[src/rtl/msrv32_wr_en_ctrl_pipe.sv]
// Registered writeback write-enable controller: flush/stall/drain gating, x0 suppression
// and saturating per-channel commit counters for NUM_CH write ports.

module msrv32_wr_en_ctrl_ch #(
    parameter int ADDR_W   = 12,
    parameter int CNT_W    = 16,
    parameter bit ZERO_SUP = 1'b0
) (
    input  logic              clk_i,
    input  logic              rst_n_i,
    input  logic              req_i,
    input  logic [ADDR_W-1:0] addr_i,
    input  logic              gate_i,
    input  logic              stall_i,
    input  logic              cnt_clr_i,
    output logic              wr_en_o,
    output logic [ADDR_W-1:0] wr_addr_o,
    output logic [CNT_W-1:0]  cnt_o
);
    logic              pass;
    logic              wr_en_q;
    logic [ADDR_W-1:0] wr_addr_q;
    logic [CNT_W-1:0]  cnt_q;

    assign pass = req_i & ~gate_i & ~(ZERO_SUP & (addr_i == '0));

    always_ff @(posedge clk_i or negedge rst_n_i) begin
        if (!rst_n_i) begin
            wr_en_q   <= 1'b0;
            wr_addr_q <= '0;
            cnt_q     <= '0;
        end else begin
            wr_en_q <= pass;
            if (!stall_i)
                wr_addr_q <= addr_i;
            // Counts the enable already on the output, so it trails the commit by a cycle.
            if (cnt_clr_i)
                cnt_q <= '0;
            else if (wr_en_q && (cnt_q != '1))
                cnt_q <= cnt_q + CNT_W'(1);
        end
    end

    assign wr_en_o   = wr_en_q;
    assign wr_addr_o = wr_addr_q;
    assign cnt_o     = cnt_q;
endmodule

module msrv32_wr_en_ctrl_pipe #(
    parameter int                NUM_CH       = 2,
    parameter int                ADDR_W       = 12,
    parameter int                DRAIN_CYCLES = 2,
    parameter logic [NUM_CH-1:0] ZERO_MASK    = NUM_CH'(1),
    parameter int                CNT_W        = 16
) (
    input  logic                    ms_riscv32_mp_clk_in,
    input  logic                    ms_riscv32_mp_rst_n_in,
    input  logic                    flush_in,
    input  logic                    stall_in,
    input  logic [NUM_CH-1:0]       wr_en_req_in,
    input  logic [NUM_CH*ADDR_W-1:0] wr_addr_in,
    input  logic                    cnt_clr_in,
    output logic [NUM_CH-1:0]       wr_en_out,
    output logic [NUM_CH*ADDR_W-1:0] wr_addr_out,
    output logic                    drain_busy_out,
    output logic [NUM_CH*CNT_W-1:0] commit_cnt_out
);
    localparam int DCW = (DRAIN_CYCLES > 0) ? $clog2(DRAIN_CYCLES + 1) : 1;

    logic [DCW-1:0] drain_cnt_q, drain_cnt_d;
    logic           gate;

    logic [NUM_CH-1:0][ADDR_W-1:0] addr_in_a, addr_out_a;
    logic [NUM_CH-1:0][CNT_W-1:0]  cnt_a;

    // A flush reloads rather than extends the window; a stall freezes it.
    always_comb begin
        drain_cnt_d = drain_cnt_q;
        if (flush_in)
            drain_cnt_d = DCW'(DRAIN_CYCLES);
        else if (!stall_in && (drain_cnt_q != '0))
            drain_cnt_d = drain_cnt_q - DCW'(1);
    end

    always_ff @(posedge ms_riscv32_mp_clk_in or negedge ms_riscv32_mp_rst_n_in) begin
        if (!ms_riscv32_mp_rst_n_in)
            drain_cnt_q <= '0;
        else
            drain_cnt_q <= drain_cnt_d;
    end

    assign gate           = flush_in | stall_in | (drain_cnt_q != '0);
    assign drain_busy_out = (drain_cnt_q != '0);

    for (genvar i = 0; i < NUM_CH; i++) begin : g_ch
        assign addr_in_a[i] = wr_addr_in[i*ADDR_W +: ADDR_W];

        msrv32_wr_en_ctrl_ch #(
            .ADDR_W   (ADDR_W),
            .CNT_W    (CNT_W),
            .ZERO_SUP (ZERO_MASK[i])
        ) u_ch (
            .clk_i     (ms_riscv32_mp_clk_in),
            .rst_n_i   (ms_riscv32_mp_rst_n_in),
            .req_i     (wr_en_req_in[i]),
            .addr_i    (addr_in_a[i]),
            .gate_i    (gate),
            .stall_i   (stall_in),
            .cnt_clr_i (cnt_clr_in),
            .wr_en_o   (wr_en_out[i]),
            .wr_addr_o (addr_out_a[i]),
            .cnt_o     (cnt_a[i])
        );

        assign wr_addr_out[i*ADDR_W +: ADDR_W]  = addr_out_a[i];
        assign commit_cnt_out[i*CNT_W +: CNT_W] = cnt_a[i];
    end
endmodule
[config.mk]
export PLATFORM = sky130hd
export DESIGN_NAME = msrv32_wr_en_ctrl_pipe
export DESIGN_NICKNAME = d
export VERILOG_FILES = /design/src/rtl/msrv32_wr_en_ctrl_pipe.sv
export SDC_FILE = /design/constraint.sdc
export NUM_CORES = 1
export LEC_CHECK = 0
export CAP_MARGIN = 25
export CORE_MARGIN = 1.5
export CORE_UTILIZATION = 42
export CTS_CLUSTER_DIAMETER = 150
export DETAILED_ROUTE_END_ITERATION = 8
export HOLD_SLACK_MARGIN = 0.02
export PLACE_DENSITY_LB_ADDON = 0.15
export SLEW_MARGIN = 20
export SYNTH_ARGS = -nofsm -noshare
export SYNTH_HDL_FRONTEND = slang
export SYNTH_SLANG_ARGS = --single-unit
[constraint.sdc]
create_clock -name ms_riscv32_mp_clk_in -period 1.69 [get_ports ms_riscv32_mp_clk_in]
set_input_delay 0.338 -clock ms_riscv32_mp_clk_in [delete_from_list [all_inputs] [get_ports ms_riscv32_mp_clk_in]]
set_output_delay 0.338 -clock ms_riscv32_mp_clk_in [all_outputs]
set_load 0.01 [all_outputs]
# After elaboration in Yosys (flattened, before gate mapping)
# Index checks and enable logic that the tools add are counted.
# classes
add_sub_neg,3
eq_ne,2
n_mux,6
n_bitwise,7
reduce_logical,9
# op_table
operator,n
$mux W16,4
$add A16 B1 Y16 const B,2
$ne A16 B16 Y1 const B,2
$logic_not A12 Y1,1
$reduce_bool A2 Y1,4
$mux W2,2
$and A1 B1 Y1,3
$logic_and A1 B1 Y1,3
$not A1 Y1,2
$or A1 B1 Y1,2
$sub A2 B1 Y2 const B,1
$logic_not A1 Y1,1
# totals
reg_bits,60
input_bits,31
out_inout_bits,59
word_cells,34

# Depth between registers and ports, before layout
# Gate-level depths: netlist (run 1).
# depth
depth_word,5
ltp_mapped,6
mapped_depth_nobuf,5

# Hierarchy
# Synthesis (run 1) repeated with hierarchy kept, for this count alone.
# hier_totals
cells_unflattened,263
hier_area_um2,2956.6
# modules_own_cells
mod,n_inst,cells_per_inst,area_each_um2,seq_area_each_um2
msrv32_wr_en_ctrl_ch (g_ch[0].u_ch),1,128,1461.4,725.7
msrv32_wr_en_ctrl_ch (g_ch[1].u_ch),1,122,1375.1,725.7
msrv32_wr_en_ctrl_pipe,1,13,120.1,50.0

# Worst setup path before layout (run 1)
# OpenSTA, ideal clock, no wires.
# synth_timing
path_type,register -> register
startpoint,reg g_ch[1].u_ch.cnt_q[0]
endpoint,reg g_ch[1].u_ch.cnt_q[1]
setup_ps,132
arrival_time_ps,1695
required_time_ps,1558
setup_slack_ps,-137
path_stages_with_launch,7
path_buffers,1
synth_period_minus_slack_ps,1827
cell_sequence,dfrtp_1 ha_1 nand4_1 o41ai_2 buf_2 mux2i_1 nor2_1
# synth_via
elab_chain_cells,3
word_cells_on_any_way,6
classes_between,1 x add/sub; 1 x eq/ne; 2 x mux; 2 x reduce/logical
# synth_lines
item,line_no,text
start: declaration,23,logic [CNT_W-1:0] cnt_q;
start signal: assignment,40,cnt_q <= cnt_q + CNT_W'(1);
$add A16 B1 Y16 / $ne A16 B16 Y1 (equally long branches),"40, 39",
$mux W16 / $logic_and A1 B1 Y1 (equally long branches),39,else if (wr_en_q && (cnt_q != '1))
$mux W16 / $reduce_bool A2 Y1 (equally long branches),n/a,
# Several ways; a longest one is shown, not always the timed one. The select of a mux whose other input is x is not followed.
# A chain may end at the register's enable or synchronous reset.

# Worst setup path in the final report (run 1)
# layout_timing
startpoint,reg g_ch[1].u_ch.cnt_q[0]
endpoint,reg g_ch[1].u_ch.cnt_q[10]
# The elaborated chain is that of the path after synthesis.

==> results.md, run 1 <==
- Worst hold path startpoint: g_ch[1].u_ch.wr_addr_o[5]$_DFFE_PN0N_
- Area enclosed by the die boundary: 7370 µm²
- Headroom to the max-slew limit: approximately 72%
- Final Critical Period: between 1.5 and 2 ns
- Share of the yosys chip area belonging to registers: between 50 and 60%
- Number of fillers in the final layout: a little under 500
- Count of flip-flops with a built-in enable after synthesis: 0
- Num Clock Sinks: 60
- Synth Area in Compound Gates: between 10% and 20%
- Number of distinct library cells after synthesis: 41
- Site Rows: 30
- Fin Setup TNS: -0.236 ns
- Proportion of layout cells with a drive suffix above 1: approximately a third
- Net count after synthesis: 302
- Starting density of the core: a little over two fifths
- Worst Path Class, Setup: reg -> reg
- Crit start category: flop
- Die width: roughly 86 µm
- Worst path setup slack after routing: -0.0448 ns
- Finished Cell Area: between 4000 and 5000 µm²
- R2r worst-path depth: 5
- Flops & latches, synth: 60
- Fraction of synthesized cell area in xor and xnor cells: less than 1%
- CP Capture Type: flop
- Fin. max-slew vios: 0
- Number of global-route vias before repair: roughly 2,800
- Number of levels in the clock H-tree: 3
- Adder-cell area share of the yosys netlist: between 1 and 1.5%
- Crit path max fanout: 4
- Type of the tightest min-delay check: reg -> reg
- Actual slew at the worst max-slew pin: between 0.4 and 0.5 ns
- First-pass DRT Iterations: 4
- TritonCTS clock tree: yes
- Peak clock frequency supported by timing: approximately 580 MHz
- HPWL after detailed placement: 5.31 mm
- Total global routing track utilization: around 22%
- Register area: 1510 µm²
- Synth async-reset ratio: 100%
- Warnings from Yosys: 0
- Setup slack of the most critical reg-to-reg path: -0.04 ns
- Global placement routability congestion: 0.770
- Leak pwr: ~0.0022 µW
- Final worst path period share: 103%
- Number of remaining DRC errors: 0
- Latest clock arrival within the worst-skew pair: roughly 0.33 ns
- CTS buffer count: 9
- Post-place setup slack: -0.0605 ns
- Worst-path cell chain: ha_2 -> nand4_1 -> or3_4 -> or3_1 -> a21oi_1
- Combinational family with the most area after synthesis: simple AND/OR/NAND/NOR gates
- Proportion of synthesized area in mux cells: between 10% and 20%
- Area fraction of the dominant cell type after synthesis: around 52%
- Slowest cell on the critical path: or3_4
- Placeable Area: 6720 µm²
- Gate count of the mapped netlist: 268
- Average wire length per cell after detail routing: ~15 µm
- Data arrival time at the worst-slack endpoint: ~2.0 ns
- DRT iter0 DRCs: 86
- Launch instance of the worst register-to-register path: g_ch[1].u_ch.cnt_o[0]$_DFFE_PN0P_
- Die Ht: roughly 86 µm
- Max capacitance violation total: 0
- Clock tree buffer depth: 2
- Outcome: complete, but fails checks
- Cell count after placement: around 480
- Total congestion overflow: 0
- Post-synthesis share of cell area spent on and, or, nand and nor gates: 20.2%
- Worst Hold Depth: 1
- VDD IR-drop max: roughly 0.53 mV
- Post-Layout Cell Count: about 520
- Setup violation total in the final timing report: 12
- Violations in the final reports: setup timing
- Register clock-pin slew on the reported worst setup and hold paths: 0.07 ns
- Hold path endpoint: g_ch[1].u_ch.wr_addr_o[5]$_DFFE_PN0N_
- RSZ-0062 raised after global routing: true
- Detail Route Antenna Nets: 0
- Vias per cell: between 5 and 6
- Post-synth design cell area: about 2900 µm²
- Cell taking the most area after synthesis: dfrtp_1
- R2r endpoint: g_ch[1].u_ch.cnt_o[10]$_DFFE_PN0P_
- CP required: between 1.5 and 2 ns
- Syn avg cell area: roughly 11 µm²
- Largest net degree at the start of global routing: slightly above 60
- Area after detailed placement: between 4000 and 5000 µm²
- Total detailed-routing wirelength: just under 8 mm
- Leading register cell type out of synthesis: dfrtp_1
- Pwr dens: slightly above 700 nW/µm²
- Final Net Count: around 470
- Area added between synthesis and finish: 66.7%
- Delay of the slowest cell on the worst path: between 0.4 and 0.5 ns
- Number of antenna repair diodes: 0
- Cells taking the most area after synthesis: dfrtp_1 52%, mux2_2 9.4%, a21oi_1 4.2%, or3_1 3.9%, o31ai_1 2.9%
- Port-buffer cells: around 90
- Via count: about 2,800
- Clock root buffer: clkbuf_8
- Number of hold violations in the final report: 0
- Wire length of the first global-routing pass: 12.5 mm
- Antenna violations before repair: 0
- # IOs: 90
- Max Clock Skew: 0.00797 ns
- Area occupied by multi-input gates: around 1400 µm²
synthesized netlist by cell type (all sizes together) (4+ instances only):
cell / instances
dfrtp: 60
mux2: 26
a21oi: 24
or3: 18
o21ai: 13
nand3: 11
o31ai: 11
inv: 10
nand4: 10
nor2: 10
nand2: 9
or4: 9
clkbuf: 7
nor4: 7
buf: 5
nor3: 5
and3: 4
and4: 4
timing repair:
item                                    in CTS  in global routing
resized for setup                           28                 32
endpoints found under the setup margin      36                 36
pin swaps                                   14                 16
cloned                                       0                  0
hold buffers                                 1                  0
buffers inserted                            16                  8
hold endpoints to repair                    56                  0
cell usage in the layout (no fill, tap or decap), types with 6 or more instances in the layout:
master           Yosys  final
buf_4                2     70
clkdlybuf4s50_1      0     59
dfrtp_1             60     53
mux2_2              24     24
a21oi_1             24     20
dlygate4sd2_1        0     19
or3_1               18     15
o31ai_1             11     11
nor2_1              10     10
nand4_1             10     10
o21ai_0             12     10
clkbuf_8             0     10
dlymetal6s2s_1       0     10
inv_1               10      9
nand3_1             10      8
nand2_1              9      8
dfrtp_2              0      7
nor4_1               6      6
cell families (layout without fill, tap and decap cells):
logic type      after synthesis  after routing
simple gates                 97             97
compound gates               57             57
mux                          28             28
flops                        60             60
xor+xnor                      1              1
fa+ha+maj                     3              3
buf+inv                      22            193
per-layer routing:
metal  GRT usage [%]  up-vias  part of all wire, %
met3            6.83       13                  6.6
met2            34.4       87                   48
met1            26.8     1367                   43
li1                -     1342                    -
met5               0        -                    0
met4            9.53        0                  2.2
power by group:
| group | total [µW] | internal (µW) | switching (µW) |
|---|---|---|---|
| sequential | 1530 | 1500 | 32.5 |
| combinational | 423 | 255 | 168 |
| clock | 1430 | 864 | 563 |
area by class of cell:
type	instances	share of cell area, %
Timing Repair Buffer	167	31.6
Sequential cell	60	31.4
Multi-Input combinational cell	186	29.5
Clock buffer	11	2.94
Tap cell	80	2.08
Clock inverter	5	1.56
Inverter	10	0.782
worst max-delay path, delay by kind of cell (launching register included):
| kind | cells | cell delay (ns) |
|---|---|---|
| AND/OR/NAND/NOR | 3 | 0.96 |
| flip-flops | 1 | 0.37 |
| adder cells (fa/ha/maj) | 1 | 0.19 |
| AO/OA/AOI/OAI | 1 | 0.14 |
how the worst max path moves through the flow:
stage / startpoint / endpoint / slack, ns / cells after the start
after detailed placement: g_ch[1].u_ch.cnt_o[0]$_DFFE_PN0P_ / g_ch[1].u_ch.cnt_o[13]$_DFFE_PN0P_ / -0.06 / 6
after global routing: g_ch[1].u_ch.cnt_o[12]$_DFFE_PN0P_ / g_ch[1].u_ch.cnt_o[6]$_DFFE_PN0P_ / -0.12 / 6
after CTS: g_ch[1].u_ch.cnt_o[0]$_DFFE_PN0P_ / g_ch[1].u_ch.cnt_o[5]$_DFFE_PN0P_ / -0.06 / 7
after floorplan: g_ch[0].u_ch.cnt_o[1]$_DFFE_PN0P_ / g_ch[0].u_ch.cnt_o[14]$_DFFE_PN0P_ / -0.04 / 5
after global placement: g_ch[1].u_ch.cnt_o[0]$_DFFE_PN0P_ / g_ch[1].u_ch.cnt_o[13]$_DFFE_PN0P_ / -0.007 / 6
final: g_ch[1].u_ch.cnt_o[0]$_DFFE_PN0P_ / g_ch[1].u_ch.cnt_o[10]$_DFFE_PN0P_ / -0.04 / 5
flip-flops by register name, summed over array words and instances (netlist names):
| register | cells |
|---|---|
| g_ch.u_ch.wr_en_o | 2 |
| g_ch.u_ch.wr_addr_o | 24 |
| drain_cnt_q | 2 |
| g_ch.u_ch.cnt_o | 32 |
per-stage QoR:
stage | hold slack, ns | total power (µW) | utilization (%)
2_1_floorplan | 0.0424 | 1700 | -
6_report | 0.504 | 3380 | 71.5
3_3_place_gp | 0.373 | 1970 | 63.5
5_1_grt | 0.519 | 3530 | 71.5
4_1_cts | 0.508 | 3410 | 68.9
3_5_place_dp | 0.372 | 1970 | 63.5
Power figures use the tool's default switching activity.
==> inputs of run 2 (changes only) <==
--- a/config.mk
+++ b/config.mk
@@ -12,7 +12,7 @@
 export DETAILED_ROUTE_END_ITERATION = 8
 export HOLD_SLACK_MARGIN = 0.02
 export PLACE_DENSITY_LB_ADDON = 0.15
-export SLEW_MARGIN = 20
+export SLEW_MARGIN = 0
 export SYNTH_ARGS = -nofsm -noshare
 export SYNTH_HDL_FRONTEND = slang
 export SYNTH_SLANG_ARGS = --single-unit
==> results of run 2 <==
Final layout, timing and power as in run 1 (identical DEF).
